[src/rtl/mem_arbiter.sv]
// mem_arbiter
// Shares one fixed-latency memory port between an I-cache fill requester
// (read only) and a D-cache requester (read/write). One transaction is in
// flight at a time: IDLE -> ISSUE (command cycle) -> WAIT (LAT cycles) -> DONE.
// D normally wins contention; a saturating streak counter forces an I grant
// after STARVE consecutive D grants taken while I was waiting.
// Every output is a flop that is loaded from the same next-state decode that
// advances the FSM, so outputs line up exactly with the state they belong to.

module mem_arbiter #(
  parameter int LAT    = 4,  // memory latency in cycles, 2..15
  parameter int STARVE = 3   // max consecutive D grants while I waits, 1..7
) (
  input  logic        clk,
  input  logic        rst,
  // I-cache side
  input  logic        i_req,
  input  logic [15:0] i_addr,
  output logic        i_done,
  output logic [15:0] i_rdata,
  // D-cache side
  input  logic        d_req,
  input  logic        d_wr,
  input  logic [15:0] d_addr,
  input  logic [15:0] d_wdata,
  output logic        d_done,
  output logic [15:0] d_rdata,
  // memory side
  output logic        mem_rd,
  output logic        mem_wr,
  output logic [15:0] mem_addr,
  output logic [15:0] mem_wdata,
  input  logic [15:0] mem_rdata,
  // status
  output logic        busy
);

  // The WAIT counter starts at LAT-1 in the first WAIT cycle and exits at 0,
  // giving exactly LAT WAIT cycles (C+1 .. C+LAT).
  localparam logic [3:0] LAT_LOAD   = 4'(LAT - 1);
  localparam logic [2:0] STARVE_MAX = 3'(STARVE);

  typedef enum logic [1:0] {
    IDLE  = 2'd0,
    ISSUE = 2'd1,
    WAIT  = 2'd2,
    DONE  = 2'd3
  } state_t;

  state_t      state_r;
  state_t      nextState_s;

  logic        arbOpen_s;
  logic        grantI_s;
  logic        grantD_s;
  logic        waitDone_s;

  logic [2:0]  streak_r;
  logic [2:0]  streakNext_s;
  logic [3:0]  latCnt_r;
  logic [3:0]  latCntNext_s;

  // Latched transaction attributes (owner 0 = I, 1 = D)
  logic        ownerD_r;
  logic        wr_r;

  logic        memRd_r;
  logic        memWr_r;
  logic [15:0] memAddr_r;
  logic [15:0] memWdata_r;
  logic [15:0] iRdata_r;
  logic [15:0] dRdata_r;
  logic        iDone_r;
  logic        dDone_r;
  logic        busy_r;

  // Arbitration: allowed in IDLE and DONE; D wins unless I has starved long enough
  always_comb begin
    arbOpen_s = (state_r == IDLE) || (state_r == DONE);
    grantI_s  = 1'b0;
    grantD_s  = 1'b0;
    if (arbOpen_s) begin
      if (d_req && !(i_req && (streak_r == STARVE_MAX))) begin
        grantD_s = 1'b1;
      end else if (i_req) begin
        grantI_s = 1'b1;
      end else begin
        grantI_s = 1'b0;
        grantD_s = 1'b0;
      end
    end else begin
      grantI_s = 1'b0;
      grantD_s = 1'b0;
    end
  end

  // Last WAIT cycle: memory data is valid on mem_rdata this cycle
  always_comb begin
    waitDone_s = (state_r == WAIT) && (latCnt_r == 4'd0);
  end

  // Next-state decode
  always_comb begin
    nextState_s = state_r;
    case (state_r)
      IDLE: begin
        if (grantI_s || grantD_s) begin
          nextState_s = ISSUE;
        end else begin
          nextState_s = IDLE;
        end
      end
      ISSUE: begin
        nextState_s = WAIT;
      end
      WAIT: begin
        if (latCnt_r == 4'd0) begin
          nextState_s = DONE;
        end else begin
          nextState_s = WAIT;
        end
      end
      DONE: begin
        if (grantI_s || grantD_s) begin
          nextState_s = ISSUE;
        end else begin
          nextState_s = IDLE;
        end
      end
      default: begin
        nextState_s = IDLE;
      end
    endcase
  end

  // Streak and latency counter next values
  always_comb begin
    streakNext_s = streak_r;
    latCntNext_s = latCnt_r;

    if (grantI_s) begin
      streakNext_s = 3'd0;
    end else if (grantD_s) begin
      if (!i_req) begin
        streakNext_s = 3'd0;
      end else if (streak_r >= STARVE_MAX) begin
        streakNext_s = STARVE_MAX;
      end else begin
        streakNext_s = streak_r + 3'd1;
      end
    end else begin
      streakNext_s = streak_r;
    end

    case (state_r)
      ISSUE: begin
        latCntNext_s = LAT_LOAD;
      end
      WAIT: begin
        if (latCnt_r != 4'd0) begin
          latCntNext_s = latCnt_r - 4'd1;
        end else begin
          latCntNext_s = 4'd0;
        end
      end
      default: begin
        latCntNext_s = 4'd0;
      end
    endcase
  end

  // FSM state register
  always_ff @(posedge clk or negedge rst) begin
    if (!rst) begin
      state_r <= IDLE;
    end else begin
      state_r <= nextState_s;
    end
  end

  // Streak and latency counters
  always_ff @(posedge clk or negedge rst) begin
    if (!rst) begin
      streak_r <= 3'd0;
      latCnt_r <= 4'd0;
    end else begin
      streak_r <= streakNext_s;
      latCnt_r <= latCntNext_s;
    end
  end

  // Grant latch and memory command outputs (command is high only in ISSUE)
  always_ff @(posedge clk or negedge rst) begin
    if (!rst) begin
      ownerD_r   <= 1'b0;
      wr_r       <= 1'b0;
      memRd_r    <= 1'b0;
      memWr_r    <= 1'b0;
      memAddr_r  <= 16'h0000;
      memWdata_r <= 16'h0000;
    end else begin
      memRd_r <= grantI_s || (grantD_s && !d_wr);
      memWr_r <= grantD_s && d_wr;
      if (grantD_s) begin
        ownerD_r   <= 1'b1;
        wr_r       <= d_wr;
        memAddr_r  <= d_addr;
        memWdata_r <= d_wdata;
      end else if (grantI_s) begin
        ownerD_r   <= 1'b0;
        wr_r       <= 1'b0;
        memAddr_r  <= i_addr;
        memWdata_r <= 16'h0000;
      end else begin
        ownerD_r   <= ownerD_r;
        wr_r       <= wr_r;
        memAddr_r  <= memAddr_r;
        memWdata_r <= memWdata_r;
      end
    end
  end

  // Read data capture at the end of C+LAT and done pulses in C+LAT+1
  always_ff @(posedge clk or negedge rst) begin
    if (!rst) begin
      iRdata_r <= 16'h0000;
      dRdata_r <= 16'h0000;
      iDone_r  <= 1'b0;
      dDone_r  <= 1'b0;
    end else begin
      iDone_r <= waitDone_s && !ownerD_r;
      dDone_r <= waitDone_s && ownerD_r;
      if (waitDone_s && !ownerD_r) begin
        iRdata_r <= mem_rdata;
      end else if (waitDone_s && ownerD_r && !wr_r) begin
        dRdata_r <= mem_rdata;
      end else begin
        iRdata_r <= iRdata_r;
        dRdata_r <= dRdata_r;
      end
    end
  end

  // Busy flag tracks "next state is not IDLE" so it equals state_r != IDLE
  always_ff @(posedge clk or negedge rst) begin
    if (!rst) begin
      busy_r <= 1'b0;
    end else begin
      busy_r <= (nextState_s != IDLE);
    end
  end

  assign mem_rd    = memRd_r;
  assign mem_wr    = memWr_r;
  assign mem_addr  = memAddr_r;
  assign mem_wdata = memWdata_r;
  assign i_rdata   = iRdata_r;
  assign d_rdata   = dRdata_r;
  assign i_done    = iDone_r;
  assign d_done    = dDone_r;
  assign busy      = busy_r;

endmodule

[config.mk]
export PLATFORM = sky130hd
export DESIGN_NAME = mem_arbiter
export DESIGN_NICKNAME = d
export VERILOG_FILES = /design/src/rtl/mem_arbiter.sv
export SDC_FILE = /design/constraint.sdc
export NUM_CORES = 1
export LEC_CHECK = 0
export BUFFER_PORTS_ARGS = -buffer_cell sky130_fd_sc_hd__buf_2
export CAP_MARGIN = 20
export CELL_PAD_IN_SITES_DETAIL_PLACEMENT = 0
export CELL_PAD_IN_SITES_GLOBAL_PLACEMENT = 2
export CORE_MARGIN = 3
export CORE_UTILIZATION = 33
export CTS_CLUSTER_SIZE = 24
export DETAILED_ROUTE_END_ITERATION = 8
export PLACE_DENSITY = 0.88
export SLEW_MARGIN = 20
export SYNTH_ARGS = -nofsm -noshare
export SYNTH_HDL_FRONTEND = slang
export SYNTH_SLANG_ARGS = --single-unit
export TNS_END_PERCENT = 30
[constraint.sdc]
create_clock -name clk -period 3.65 [get_ports clk]
set_input_delay 0.73 -clock clk [delete_from_list [all_inputs] [get_ports clk]]
set_output_delay 0.73 -clock clk [all_outputs]
set_load 0.03 [all_outputs]
==> qor.txt, run 1 <==
clock insertion delay at the later pin of the skew report: 0.34 ns
drt initial violations: 53
vias in the first global route: 2,332
Resized Gates After CTS: 0
GRT Total Usage: 13.34%
crit path max fanout: 15
Hold-fix buffers, CTS: 0
Cells after DPL: 479
VDD IR max: 0.5434 mV
gpl congestion: 0.6987
FF-to-FF Start: streak_r[0]$_DFFE_PN0P_
total gr overflow: 0
Top Ports: 138
via/cell ratio: 4.581
commonest non-fill, non-tap cell in the layout: buf_2
clk buf depth: 2
synth top area cells: dfrtp_1, mux2_2, a22o_1
share of cells above drive strength 1: 61.31%
Fin. Hold Viols: 0
clock input transition at the sequential cells of the worst setup and hold paths: 0.08 ns
synthesis-to-finish area growth: 32.64%
Synth top area share: 60.45%
largest net degree at the start of global routing: 81
clk_skew: 0.005848 ns
Mapped Avg Cell Area: 15.12 sq um
Synth Warn #: 0
Top FF cell, synth: dfrtp_1
Hold Path Class: in -> async
fin cells: 496
Chip Height: 106.2 microns
status: completed
Static Leak: 2.204 nW
Seq/Total Area, Yosys: 60.45%
Num CTS Buffers: 9
critical path capture point type: flop
Post-Synthesis Cells: 219
setup repair after global routing missed its margin: no
Sink Count: 80
asr flop ratio synth: 100.0%
number of remaining DRC errors: 0
port bufs: 137
CTS tree: yes
routed len/inst: 14.91 microns
worst setup path start: streak_r[0]$_DFFE_PN0P_
Tcrit/Tclk final: 64.16%
post-synthesis cell area: 3312 sq um
Post-Route WL: 7393 microns
Detail Route Antenna Nets: 0
H-tree depth: 3
largest area contributor in the netlist: dfrtp_1
max-cap violation count: 0
Post-synth EDFFs: 0
initial antenna violation count: 0
Slew @ Worst Pin: 0.8771 ns
global-route wire length before repair: 11,830 microns
syn nets: 294
most frequent cells in the layout: buf_2, dfrtp_1, mux2_2
setup bufs post-CTS: 0
pre-CTS setup slack: 1.256 ns
Slew Limit Fails: 0
pwr dens: 1068 nW/um^2
Final HPWL DP: 5434 microns
critical path class: reg -> reg
ANT cells: 0
Max Fclk: 427.0 MHz
drt first pass iters: 3
Rows: 35
die width: 106.2 microns
Slew HR: 41.46%
total die area: 11,270 sq um
Min Clock Period, post-route: 2.342 ns
TNS Setup: 0 ns
Worst EP arrival: 2.57 ns
post-synthesis register bit count: 80
post-synth cell types: 34
Core Region: 9503 sq um
Initial Util: 34.85%
Final WS setup: 1.308 ns
total number of vias: 2,272
crit path launch type: flop
post-layout net count: 437
root buf cell: clkbuf_8
Setup Viol. Count Final: 0
Worst EP required: 3.88 ns
-- routing by layer --
| layer | GRT usage, % | vias to the layer above | share of wire (%) |
|---|---|---|---|
| met2 | 19.73 | 107 | 45 |
| li1 | - | 1067 | - |
| met3 | 5.950 | 9 | 9.7 |
| met1 | 17.61 | 1089 | 44 |
| met4 | 3.978 | 0 | 1.2 |
| met5 | 0 | - | 0 |
-- state kept, by name, indices dropped and copies added, names as in the netlist --
name and flops:
d_rdata 16, i_rdata 16, mem_addr 16, mem_wdata 16, latCnt_r 4, streak_r 3, state_r 2, busy 1
d_done 1, i_done 1, mem_rd 1, mem_wr 1, ownerD_r 1, wr_r 1
-- worst max-delay path: stages, from the launching register on --
cell      delay, ns
dfrtp_1        0.41
ha_1           0.21
ha_1           0.25
a211oi_4       0.66
buf_4          0.35
mux2_2         0.35
-- stage by stage --
stage | power, mW | instance area [sq um] | hold slack (ns) | util (%)
final | 4.692 | 4393 | 0.2958 | 46.23
after detailed placement | 3.962 | 4121 | 0.4813 | 43.37
after global routing | 4.995 | 4393 | 0.2899 | 46.23
after global placement | 3.922 | 4121 | 0.4695 | 43.37
after CTS | 4.756 | 4365 | 0.5005 | 45.94
after floorplan | 3.327 | 3312 | 0.4344 | -
-- area by class of cell --
cell class	count	area (sq um)
Clock buffer	9	123.9
Tap cell	129	161.4
Sequential cell	80	2002
Clock inverter	7	120.1
Timing Repair Buffer	140	730.7
Inverter	9	33.78
Multi-Input combinational cell	122	1221
Fill cell	909	5110
-- logic make-up (layout without fill, tap and decap cells) --
kind of cell	after synthesis	count (layout)	share of synthesized area, %
AOI/OAI and AO/OA	30	30	7.480
adders and majority gates	6	6	2.267
xor gates and xnor gates	1	1	0.2645
buffers and inverters	17	165	2.795
and+or+nand+nor	20	20	3.778
DFF	80	80	60.45
muxes	65	65	22.97
-- final timing paths --
kind,to,cells after the start,slack [ns]
setup / recovery,mem_addr[10]$_DFFE_PN0P_,5,1.31
hold / removal,d_rdata[5]$_DFFE_PN0P_,1,0.30
setup reg to reg,mem_addr[10]$_DFFE_PN0P_,5,1.31
min in group clk,d_rdata[0]$_DFFE_PN0P_,1,0.49
hold reg to reg,d_rdata[0]$_DFFE_PN0P_,1,0.49
max in group asynchronous,mem_wdata[12]$_DFFE_PN0P_,2,2.79
-- synthesized netlist by cell type, drive strengths merged (2+ instances only) --
| cell | number |
|---|---|
| a22o | 17 |
| nand2 | 5 |
| buf | 7 |
| mux2 | 64 |
| inv | 9 |
| a21oi | 2 |
| ha | 6 |
| nor2 | 5 |
| o21ai | 6 |
| nand2b | 2 |
| dfrtp | 80 |
| and2 | 2 |
-- power by group --
group          leakage [nW]  switching, mW  internal (mW)
registers             0.975          0.211           1.31
clock network         0.119          0.327          0.455
logic                  1.11           1.42          0.963
total                  2.20           1.96           2.73
Note: power is estimated with default switching activity, not from simulation.
==> run 2, diff against run 1 <==
- CORE_UTILIZATION: 33 -> 31
- PLACE_DENSITY: 0.88 -> 0.84
- clock period: 3.65 -> 2.39 ns (I/O delays scaled with it)
==> run 2 against run 1 <==
Against the previous run: non-clock buffer count is 2 higher; count of clock-buffer cells in the layout stayed put; sequential power is 53% higher; clock skew is 0.0021 ns higher; fmax is 19% higher; setup slack worse by 0.89 ns; first-iteration DRC count is 7.5% lower; register-to-register slack worse by 0.89 ns; core utilization is 4.1 points lower; critical path depth stayed put; critical path type unchanged; critical endpoint is now mem_addr[5]$_DFFE_PN0P_.
==> qor.txt, run 2 (synthesis results as in run 1) <==
status: completed
critical path class: reg -> reg
Post-Route WL: 7256 microns
crit path launch type: flop
Num CTS Buffers: 9
pwr dens: 1604 nW/um^2
critical path capture point type: flop
TNS Setup: 0 ns
Final HPWL DP: 5342 microns
CP max stage delay: 0.44 ns
Design Area, Final: 4368 sq um
Static Leak: 2.195 nW
Chip Height: 109.4 microns
routed len/inst: 14.37 microns
Final WS setup: 0.4217 ns
Initial Util: 31.94%
Hold Path Class: in -> async
setup bufs post-CTS: 0
CP max-delay cell: nand2_2
Resized Gates After CTS: 0
port bufs: 137
synthesis-to-finish area growth: 31.89%
total number of vias: 2,287
post-layout net count: 439
via/cell ratio: 4.529
ANT cells: 0
die width: 109.4 microns
Worst EP arrival: 2.21 ns
Min Clock Period, post-route: 1.968 ns
Tcrit/Tclk final: 82.36%
Top Ports: 138
commonest non-fill, non-tap cell in the layout: buf_2
Detail Route Antenna Nets: 0
root buf cell: clkbuf_8
CTS tree: yes
Worst EP required: 2.63 ns
initial antenna violation count: 0
drt initial violations: 49
max-cap violation count: 0
Slew @ Worst Pin: 0.5681 ns
VDD IR max: 0.6761 mV
vias in the first global route: 2,293
pre-CTS setup slack: 0.3913 ns
crit path max fanout: 18
GRT Total Usage: 12.27%
Setup Viol. Count Final: 0
total gr overflow: 0
global-route wire length before repair: 11,240 microns
critical path cell sequence: inv_1 > ha_1 > nand2_2 > mux2_2 > mux2_1
Core Region: 10,370 sq um
drt first pass iters: 4
Fin. Hold Viols: 0
clk_skew: 0.007992 ns
Rows: 37
Hold-fix buffers, CTS: 0
Slew Limit Fails: 0
clk buf depth: 2
Max Fclk: 508.1 MHz
number of remaining DRC errors: 0
gpl congestion: 0.7557
total die area: 11,960 sq um
Placed Area: 4165 sq um
share of cells above drive strength 1: 61.52%
most frequent cells in the layout: buf_2, dfrtp_1, mux2_2
H-tree depth: 3
Slew HR: 61.65%
clock input transition at the sequential cells of the worst setup and hold paths: 0.09 ns
largest net degree at the start of global routing: 49
Sink Count: 80
setup repair after global routing missed its margin: no
clock insertion delay at the later pin of the skew report: 0.35 ns
==> run 2: cell types whose count changed in the layout (fill, tap and decap cells not counted) <==
cell	previous run	this run
buf_4	3	5
bufinv_16	3	1
inv_6	0	2
buf_12	0	1
buf_16	1	0
clkinv_4	2	3
clkinvlp_4	1	0
==> run 2: power by group <==
part / switching (mW) / total [mW] / internal [mW]
Clock: 0.517 / 1.01 / 0.494
Sequential: 0.314 / 2.32 / 2.00
Combinational: 2.19 / 3.68 / 1.49
Total: 3.02 / 7.01 / 3.99
==> run 2: metal layers <==
layer  track usage, %  vias up  wire [microns]
met4            4.809        0             102
met2            19.88      102            3440
li1                 -     1073               -
met5                0        -               0
met1            14.69     1100            2980
met3            4.756       12             732
==> run 2: through the flow <==
stage          instances  total power, mW  util [%]  hold slack [ns]
6_report             505            7.005     42.12          0.06163
2_1_floorplan        219            5.081         -           0.1824
4_1_cts              505            7.136     42.12          0.04904
5_1_grt              505            7.484     42.12          0.06999
3_3_place_gp         489            6.019     40.17           0.4456
3_5_place_dp         489            6.094     40.17           0.4472
==> run 2: worst paths after layout <==
check	slack, ns	endpoint	cells after the start	startpoint
max	0.42	mem_addr[5]$_DFFE_PN0P_	5	state_r[0]$_DFF_PN0_
min	0.06	i_rdata[3]$_DFFE_PN0P_	1	rst
max reg2reg	0.42	mem_addr[5]$_DFFE_PN0P_	5	state_r[0]$_DFF_PN0_
min reg2reg	0.50	latCnt_r[0]$_DFF_PN0_	1	latCnt_r[0]$_DFF_PN0_
max in group asynchronous	1.73	mem_addr[12]$_DFFE_PN0P_	2	rst
min in group clk	0.34	mem_addr[4]$_DFFE_PN0P_	2	d_addr[4]
==> run 2: area by class of cell <==
type | instances | area, sq um
flip-flops and latches | 80 | 2002
clock buffers | 9 | 123.9
fillers | 1008 | 6002
multi-input cells | 122 | 1221
repair buffers | 142 | 738.2
clock inverters | 7 | 78.83
inverters | 9 | 33.78
well taps | 136 | 170.2
==> run 2: critical path: cells and delay by family, from the launching register on <==
kind	cells	cell delay [ns]
adder cells (fa/ha/maj)	1	0.36
flip-flops	1	0.35
multiplexers	2	0.66
buffers and inverters	1	0.04
AND/OR/NAND/NOR	1	0.44
